==> src/rtl/net_sim_pkg.sv <==
// Shared constants and record layout for the net-change sink.
package net_sim_pkg;

  localparam logic [1:0] VAL_0 = 2'd0;
  localparam logic [1:0] VAL_1 = 2'd1;
  localparam logic [1:0] VAL_X = 2'd2;
  localparam logic [1:0] VAL_Z = 2'd3;

  localparam int VAL_MSB  = 31;
  localparam int IDX_MSB  = 29;
  localparam int IDX_LSB  = 16;
  localparam int TIME_MSB = 15;

  localparam logic [2:0] CLEAR = 3'd0;
  localparam logic [2:0] IDLE  = 3'd1;
  localparam logic [2:0] WAIT  = 3'd2;
  localparam logic [2:0] EVAL  = 3'd3;
  localparam logic [2:0] EMIT  = 3'd4;

  typedef struct packed {
    logic [VAL_MSB-IDX_MSB-1:0] val;
    logic [IDX_MSB-IDX_LSB:0]   idx;
    logic [TIME_MSB:0]          stamp;
  } rec_t;

endpackage

==> src/rtl/net_value_table.sv <==
// Per-net 2-bit current-value store; combinational read,
// synchronous write, no reset (initialised by the CLEAR walk).
import net_sim_pkg::*;

module net_value_table #(
  parameter int NETS   = 256,
  parameter int IDX_WD = 8
) (
  input  logic              clk,
  input  logic              we,
  input  logic [IDX_WD-1:0] wr_addr,
  input  logic [1:0]        wr_data,
  input  logic [IDX_WD-1:0] rd_addr,
  output logic [1:0]        rd_data
);

  localparam logic [31:0] NETS_U = NETS;

  logic [1:0] mem_q [NETS];
  logic       wr_ok;
  logic       rd_ok;

  always_comb begin
    wr_ok = ({{(32-IDX_WD){1'b0}}, wr_addr} < NETS_U);
    rd_ok = ({{(32-IDX_WD){1'b0}}, rd_addr} < NETS_U);
  end

  always_ff @(posedge clk) begin
    if (we && wr_ok) begin
      mem_q[wr_addr] <= wr_data;
    end
  end

  always_comb begin
    rd_data = VAL_X;
    if (rd_ok) begin
      rd_data = mem_q[rd_addr];
    end
  end

endmodule

==> src/rtl/net_change_sink.sv <==
// FIFO consumer turning net-change records into old/new events.
// NET_CHANGE_SINK_DEDUP_EN drops same-value records, adds dup_count.
import net_sim_pkg::*;

module net_change_sink #(
  parameter int NETS   = 256,
  parameter int IDX_WD = 8,
  parameter int CNT_WD = 16
) (
  input  logic              clk,
  input  logic              rst,
  input  logic              clear,
  input  logic              fifo_empty,
  output logic              fifo_rd,
  input  logic [31:0]       fifo_rd_data,
  output logic              evt_valid,
  input  logic              evt_ready,
  output logic [13:0]       evt_net,
  output logic [1:0]        evt_old,
  output logic [1:0]        evt_new,
  output logic [15:0]       evt_time,
  output logic [CNT_WD-1:0] evt_count,
  output logic              time_err,
  output logic              idx_err,
`ifdef NET_CHANGE_SINK_DEDUP_EN
  output logic [15:0]       dup_count,
`endif
  output logic              busy
);

  localparam logic [31:0] NETS_U = NETS;
  localparam logic [IDX_WD-1:0] PTR_LAST = IDX_WD'(NETS - 1);

  logic [2:0]        state_q, state_d;
  logic [IDX_WD-1:0] ptr_q, ptr_d;
  rec_t              rec_q, rec_d;
  logic              evt_valid_q, evt_valid_d;
  logic [13:0]       evt_net_q, evt_net_d;
  logic [1:0]        evt_old_q, evt_old_d;
  logic [1:0]        evt_new_q, evt_new_d;
  logic [15:0]       evt_time_q, evt_time_d;
  logic [CNT_WD-1:0] cnt_q, cnt_d;
  logic              time_err_q, time_err_d;
  logic              idx_err_q, idx_err_d;
  logic [15:0]       last_time_q, last_time_d;
`ifdef NET_CHANGE_SINK_DEDUP_EN
  logic [15:0]       dup_q, dup_d;
`endif

  logic              tbl_we;
  logic [IDX_WD-1:0] tbl_waddr;
  logic [1:0]        tbl_wdata;
  logic [IDX_WD-1:0] rd_addr;
  logic [1:0]        tbl_rdata;
  logic              idx_oob;

  assign rd_addr = rec_q.idx[IDX_WD-1:0];
  assign idx_oob = ({18'd0, rec_q.idx} >= NETS_U);

  net_value_table #(
    .NETS   (NETS),
    .IDX_WD (IDX_WD)
  ) u_table (
    .clk     (clk),
    .we      (tbl_we),
    .wr_addr (tbl_waddr),
    .wr_data (tbl_wdata),
    .rd_addr (rd_addr),
    .rd_data (tbl_rdata)
  );

  always_comb begin
    state_d     = state_q;
    ptr_d       = ptr_q;
    rec_d       = rec_q;
    evt_valid_d = evt_valid_q;
    evt_net_d   = evt_net_q;
    evt_old_d   = evt_old_q;
    evt_new_d   = evt_new_q;
    evt_time_d  = evt_time_q;
    cnt_d       = cnt_q;
    time_err_d  = time_err_q;
    idx_err_d   = idx_err_q;
    last_time_d = last_time_q;
`ifdef NET_CHANGE_SINK_DEDUP_EN
    dup_d       = dup_q;
`endif
    fifo_rd     = 1'b0;
    tbl_we      = 1'b0;
    tbl_waddr   = rd_addr;
    tbl_wdata   = evt_new_q;
    unique case (1'b1)
      (state_q == CLEAR): begin
        tbl_we      = 1'b1;
        tbl_waddr   = ptr_q;
        tbl_wdata   = VAL_X;
        cnt_d       = '0;
        last_time_d = '0;
`ifdef NET_CHANGE_SINK_DEDUP_EN
        dup_d       = '0;
`endif
        ptr_d       = ptr_q + 1'b1;
        if (ptr_q == PTR_LAST) begin
          ptr_d   = '0;
          state_d = IDLE;
        end
      end
      (state_q == IDLE): begin
        if (clear) begin
          ptr_d   = '0;
          state_d = CLEAR;
        end else if (!fifo_empty) begin
          fifo_rd = 1'b1;
          state_d = WAIT;
        end
      end
      (state_q == WAIT): begin
        rec_d   = rec_t'(fifo_rd_data);
        state_d = EVAL;
      end
      (state_q == EVAL): begin
        if (idx_oob) begin
          idx_err_d = 1'b1;
          state_d   = IDLE;
        end else begin
          if (rec_q.stamp < last_time_q) begin
            time_err_d = 1'b1;
          end
`ifdef NET_CHANGE_SINK_DEDUP_EN
          if (tbl_rdata == rec_q.val) begin
            last_time_d = rec_q.stamp;
            if (dup_q != '1) begin
              dup_d = dup_q + 16'd1;
            end
            state_d = IDLE;
          end else
`endif
          begin
            evt_net_d   = rec_q.idx;
            evt_old_d   = tbl_rdata;
            evt_new_d   = rec_q.val;
            evt_time_d  = rec_q.stamp;
            evt_valid_d = 1'b1;
            state_d     = EMIT;
          end
        end
      end
      (state_q == EMIT): begin
        if (evt_ready) begin
          tbl_we      = 1'b1;
          last_time_d = evt_time_q;
          if (cnt_q != '1) begin
            cnt_d = cnt_q + CNT_WD'(1);
          end
          evt_valid_d = 1'b0;
          state_d     = IDLE;
        end
      end
      default: begin
        state_d = CLEAR;
        ptr_d   = '0;
      end
    endcase
  end

  always_ff @(posedge clk or negedge rst) begin
    if (!rst) begin
      state_q     <= CLEAR;
      ptr_q       <= '0;
      rec_q       <= '0;
      evt_valid_q <= 1'b0;
      evt_net_q   <= '0;
      evt_old_q   <= '0;
      evt_new_q   <= '0;
      evt_time_q  <= '0;
      cnt_q       <= '0;
      time_err_q  <= 1'b0;
      idx_err_q   <= 1'b0;
      last_time_q <= '0;
`ifdef NET_CHANGE_SINK_DEDUP_EN
      dup_q       <= '0;
`endif
    end else begin
      state_q     <= state_d;
      ptr_q       <= ptr_d;
      rec_q       <= rec_d;
      evt_valid_q <= evt_valid_d;
      evt_net_q   <= evt_net_d;
      evt_old_q   <= evt_old_d;
      evt_new_q   <= evt_new_d;
      evt_time_q  <= evt_time_d;
      cnt_q       <= cnt_d;
      time_err_q  <= time_err_d;
      idx_err_q   <= idx_err_d;
      last_time_q <= last_time_d;
`ifdef NET_CHANGE_SINK_DEDUP_EN
      dup_q       <= dup_d;
`endif
    end
  end

  assign evt_valid = evt_valid_q;
  assign evt_net   = evt_net_q;
  assign evt_old   = evt_old_q;
  assign evt_new   = evt_new_q;
  assign evt_time  = evt_time_q;
  assign evt_count = cnt_q;
  assign time_err  = time_err_q;
  assign idx_err   = idx_err_q;
  assign busy      = (state_q != IDLE);
`ifdef NET_CHANGE_SINK_DEDUP_EN
  assign dup_count = dup_q;
`endif

endmodule

==> config.mk <==
export PLATFORM = sky130hd
export DESIGN_NAME = net_change_sink
export DESIGN_NICKNAME = d
export VERILOG_FILES = /design/src/rtl/net_sim_pkg.sv /design/src/rtl/net_value_table.sv /design/src/rtl/net_change_sink.sv
export SDC_FILE = /design/constraint.sdc
export NUM_CORES = 1
export LEC_CHECK = 0
export CAP_MARGIN = 20
export CORE_ASPECT_RATIO = 0.5
export CORE_MARGIN = 2
export CORE_UTILIZATION = 50
export CTS_CLUSTER_DIAMETER = 50
export CTS_CLUSTER_SIZE = 24
export DETAILED_ROUTE_END_ITERATION = 8
export PLACE_DENSITY = 0.67
export SYNTH_ARGS = -nofsm -noshare
export SYNTH_HDL_FRONTEND = slang
export SYNTH_SLANG_ARGS = --single-unit
export TNS_END_PERCENT = 10
==> constraint.sdc <==
create_clock -name clk -period 10.25 [get_ports clk]
set_input_delay 3.075 -clock clk [delete_from_list [all_inputs] [get_ports clk]]
set_output_delay 3.075 -clock clk [all_outputs]
set_load 0.05 [all_outputs]
==> qor.csv, run 1 <==
metric,value,unit
core-area,0.0520,mm^2
tritoncts,built,
areaGrowthSynthToFinish,10.5,%
cts_resized,0,
path_class,input pin to primary output,
period_needed,7780,ps
worstPathRequired,7180,ps
worst_ep_arrival_time,4700,ps
cp-end-kind,primary output,
grt_overflow,0,
ys_ff_latch,624,
routed-via-count,14800,
holdCritStartpoint,rec_q[31]$_DFFE_PN0P_,
initial_core_util,50.6,%
drc,0,
max_slew_margin,21.0,%
synth_top_area_cell,edfxtp_1,
ir_drop,177,uV
die_y,166,um
antenna_found_initial,0,
netlist_area,0.0263,mm^2
finalHoldViolCount,0,
p_per_area,249,mW/mm^2
synth_edf_count,512,
antenna_cells,0,
finalMaxSlewViolations,0,
grt_max_degree,117,
dp_cells,2431,
wl_per_cell,23.7,um
p_leak,9.19,nW
clock_path_buffers,3,
synthFlopType,edfxtp_1,
synthTopCellsByArea,"edfxtp_1 58%, dfrtp_1 11%, mux4_2 8.6%",
cts_hold_buf,0,
async_flop_share,17.9,%
setup.worst_path.start,clear,
max_freq,129,MHz
nets,1825,
rsz0062_at_grt,no,
path_max_fanout,3,
htreeDepth,2,
drt_iter0_markers,1629,
status,finished clean,
netlist-cell-type-count,59,
num_rows,59,
skew,23.8,ps
wirelength,59100,um
boundaryPins,92,
start_kind,input pin,
postCtsSetupBuffers,0,
final.setup.tns,0,ps
syn_area_per_cell,15.2,um^2
clock_latency,560,ps
grt_pass1_vias,14700,
gp_congestion,0.835,
yosysWarnings,0,
die_w,328,um
tightest_slew,1180,ps
hold_class,flop to flop,
finalSetupViolCount,0,
cts_buffers,38,
grt_pass1_wl,89700,um
viasPerCell,5.94,
postRouteAntennaNets,0,
synth_nets,1781,
path_clk_slew,90,ps
r2r-start,rd_addr[0]$_DFFE_PN0P_,
dieArea,0.0546,mm^2
portBuffers,91,
cts.sinks,624,
firstDrtPassIters,6,
synth_cells,1727,
grt_usage,21.7,%
yosysTopAreaCellShare,58.4,%
maxCapViolCount,0,
final_cells,2497,
clock-root-buffer,clkbuf_16,
fin_crit_sh,75.9,%
post-dp-hpwl,36000,um
drive_above_1_share,13.6,%
seq_area_frac_synth,69.1,%
[power breakdown]
part	internal (W)	switching [W]
logic	0.000803	0.00145
registers	0.00308	0.000214
clock network	0.000822	0.000880
total	0.00470	0.00254
[cell usage in the layout (no fill, tap or decap), types with 8 or more instances in the layout]
cell             count
nand2_1            163
dfrtp_1            109
nand3b_1            16
inv_1               26
mux2i_1             40
nand2b_1            11
xor2_1               9
nor2b_1             12
ha_1                17
o31ai_1             20
buf_4               20
mux4_1              19
clkbuf_16           40
o22ai_1              8
a21oi_1             20
a211oi_1            10
o21ai_0             39
edfxtp_1           512
clkdlybuf4s50_1     90
a22oi_1              9
nor2_1             296
mux2_2              42
nand3_1             39
mux4_2             101
nor3_1              13
[cells in the mapped netlist (all sizes together) (26+ instances only)]
master and instances:
o21ai 43, buf 52, nor2 298, mux2 42
nand3 39, mux4 120, mux2i 40, clkbuf 57
nand2 163, dfrtp 112, inv 26, edfxtp 512
[registers in the layout, summed over array words and instances (netlist names)]
register / cells
evt_count: 16
evt_net: 14
evt_new: 2
evt_old: 2
evt_time: 16
evt_valid: 1
idx_err: 1
last_time_q: 16
ptr_q: 8
rd_addr: 8
rec_q: 24
state_q: 3
time_err: 1
u_table.mem_q: 512
[worst max-delay path, cell delays in order]
cell and delay [ps]:
clkdlybuf4s50_1 420, inv_1 80, nand3b_1 140, nor3_1 170, clkdlybuf4s50_1 830
[path summary, 6_finish.rpt]
| check | end | slack, ps | depth (start not counted) |
|---|---|---|---|
| min | evt_new[1]$_DFFE_PN0P_ | 490 | 2 |
| min reg2reg | evt_new[1]$_DFFE_PN0P_ | 490 | 2 |
| max reg2reg | evt_old[1]$_DFFE_PN0P_ | 6350 | 7 |
| min in group asynchronous | rec_q[7]$_DFFE_PN0P_ | 2570 | 1 |
| max | fifo_rd | 2470 | 5 |
| max in group asynchronous | rd_addr[0]$_DFFE_PN0P_ | 6310 | 2 |
[kinds of logic after synthesis]
kind of cell	share of synthesized area, %
adders and majority gates	0.809
xor gates and xnor gates	0.433
and+or+nand+nor	9.52
AOI/OAI and AO/OA	3.76
buffers and inverters	2.52
DFF	69.1
muxes	13.9
[cell type report]
cell class                      instances  area, um^2
Timing Repair Buffer                  113        1100
Fill cell                            4121       22900
Clock buffer                           42        1010
Sequential cell                       624       18200
Tap cell                              701         877
Inverter                               26        97.6
Clock inverter                         23         288
Multi-Input combinational cell        968        7510
[per-layer routing]
layer | up-vias | GRT usage (%) | routed length [um]
li1 | 6599 | - | -
met1 | 7579 | 31.1 | 25500
met2 | 587 | 34.4 | 27600
met3 | 74 | 5.23 | 4960
met4 | 0 | 4.27 | 1080
met5 | - | 0 | 0
[stage by stage]
step	util [%]	setup WS, ps	hold WS, ps	total power (W)	instance area (um^2)
detailed placement	53.4	2470	460	0.00559	27800
global placement	53.4	2470	455	0.00556	27700
CTS	55.9	2470	490	0.00727	29100
global route	55.9	2330	513	0.00755	29100
finish	55.9	2470	487	0.00725	29100
floorplan	-	2880	435	0.00492	26300
Note: power is estimated with default switching activity, not from simulation.
==> inputs of run 2 (changes only) <==
clock period = 7.2 ns   (was 10.25 ns; I/O delays follow)
==> run 2 against run 1 <==
Net effect:
- combinational power increased by 45%
- critical path type unchanged
- cell area increased by 0.31%
- global-route usage about the same
- total power increased by 43%
- largest power group unchanged
- setup slack got worse by 1200 ps
- sequential cell count unchanged
==> qor.csv, run 2 (same netlist as run 1, synthesis figures left out) <==
metric,value,unit,change
status,finished clean,,unchanged
path_class,input pin to primary output,,unchanged
cts.sinks,624,,unchanged
dieArea,0.0546,mm^2,unchanged
max_slew_margin,1.89,%,was 21.0%
grt_usage,21.7,%,about the same
finalPower,0.0103,W,was 0.00725 W
clock_path_buffers,3,,unchanged
core-area,0.0520,mm^2,unchanged
regMostFlops,u_table.mem_q,,unchanged
drc,0,,unchanged
maxCapViolCount,0,,unchanged
max_freq,169,MHz,
path_max_fanout,3,,unchanged
rsz0062_at_grt,no,,unchanged
postCtsSetupBuffers,0,,unchanged
final_cell_area,0.0292,mm^2,was 0.0291 mm^2
routed-via-count,14900,,was 14800
grt_max_degree,257,,was 117
num_rows,59,,unchanged
final.setup.tns,0,ps,unchanged
finalMaxSlewViolations,0,,unchanged
setup_ws,1270,ps,was 2470 ps
grt_overflow,0,,unchanged
p_per_area,354,mW/mm^2,was 249 mW/mm^2
tightest_slew,1470,ps,was 1180 ps
layout_commonest_cell,edfxtp_1,,unchanged
worst_ep_arrival_time,3770,ps,was 4700 ps
viasPerCell,5.96,,was 5.94
largest_reg_flops,512,,unchanged
period_needed,5930,ps,
tritoncts,built,,unchanged
wl_per_cell,23.7,um,about the same
worstPathRequired,5040,ps,was 7180 ps
finalSetupViolCount,0,,unchanged
skew,12.9,ps,was 23.8 ps
grt_pass1_vias,14600,,was 14700
p_leak,9.21,nW,was 9.19 nW
clock_latency,570,ps,was 560 ps
grt_pass1_wl,89800,um,was 89700 um
hold_class,flop to flop,,unchanged
cp-end-kind,primary output,,unchanged
postRouteAntennaNets,0,,unchanged
clock-root-buffer,clkbuf_16,,unchanged
path_clk_slew,90,ps,about the same
finalHoldViolCount,0,,unchanged
ir_drop,300,uV,was 177 uV
htreeDepth,2,,unchanged
die_w,328,um,unchanged
post-dp-hpwl,36000,um,about the same
boundaryPins,92,,unchanged
die_y,166,um,unchanged
drt_iter0_markers,1582,,was 1629
cts_resized,0,,unchanged
nets,1830,,was 1825
cts_hold_buf,0,,unchanged
wirelength,59400,um,was 59100 um
areaGrowthSynthToFinish,10.8,%,was 10.5%
dp_cells,2434,,was 2431
antenna_found_initial,0,,unchanged
initial_core_util,50.6,%,unchanged
firstDrtPassIters,5,,was 6
cts_buffers,39,,was 38
antenna_cells,0,,unchanged
reg.largest.list,"u_table.mem_q x512, rec_q x24",,unchanged
layout_common_cells,"512 x edfxtp_1, 296 x nor2_1, 163 x nand2_1, 109 x dfrtp_1, 101 x mux4_2",,unchanged
dpl_worst_slack,1270,ps,was 2470 ps
drive_above_1_share,14.0,%,was 13.6%
place_area,0.0278,mm^2,about the same
start_kind,input pin,,unchanged
fin_crit_sh,82.4,%,
portBuffers,91,,unchanged
final_cells,2504,,was 2497
gp_congestion,0.828,,was 0.835
[run 2: layer usage]
metal  track usage [%]  wire length, um
met4              4.31              919
met5                 0                0
met2              34.8            28600
met1              31.8            25900
met3              3.50             4030
[run 2: critical path, stage by stage]
cell,delay (ps)
clkdlybuf4s50_1,420
inv_1,80
nand3b_1,130
nor3_1,160
clkdlybuf4s50_1,820
[run 2: worst paths after layout]
check / cells past startpoint / startpoint / endpoint / slack, ps
worst max-delay path: 5 / clear / fifo_rd / 1270
worst min-delay path: 2 / rec_q[30]$_DFFE_PN0P_ / evt_new[0]$_DFFE_PN0P_ / 470
worst max register to register: 6 / state_q[1]$_DFFE_PN0P_ / u_table.mem_q[95][1]$_DFFE_PP_ / 3350
worst min register to register: 2 / rec_q[30]$_DFFE_PN0P_ / evt_new[0]$_DFFE_PN0P_ / 470
max in group asynchronous: 2 / rst / rd_addr[0]$_DFFE_PN0P_ / 4510
min in group asynchronous: 1 / rst / rec_q[6]$_DFFE_PN0P_ / 1540
[run 2: where the power goes]
group	switching, W	total, W	internal (W)	leakage [nW]
Sequential	0.000276	0.00465	0.00438	5.78
Combinational	0.00210	0.00327	0.00118	2.81
Clock	0.00127	0.00240	0.00113	0.629
Total	0.00365	0.0103	0.00668	9.21
[run 2: layout make-up]
cell class / instances / area (um^2)
clock buffer: 42 / 1030
multi-input combinational: 968 / 7510
inverter: 26 / 97.6
sequential: 624 / 18200
tap: 701 / 877
timing repair buffer: 117 / 1180
clock inverter: 26 / 275
fill: 4101 / 22800
[run 2: stage by stage]
stage / hold WS, ps / utilization (%)
floorplan: 435 / -
global placement: 449 / 53.5
detailed placement: 453 / 53.5
CTS: 473 / 56.0
global route: 499 / 56.1
finish: 470 / 56.1
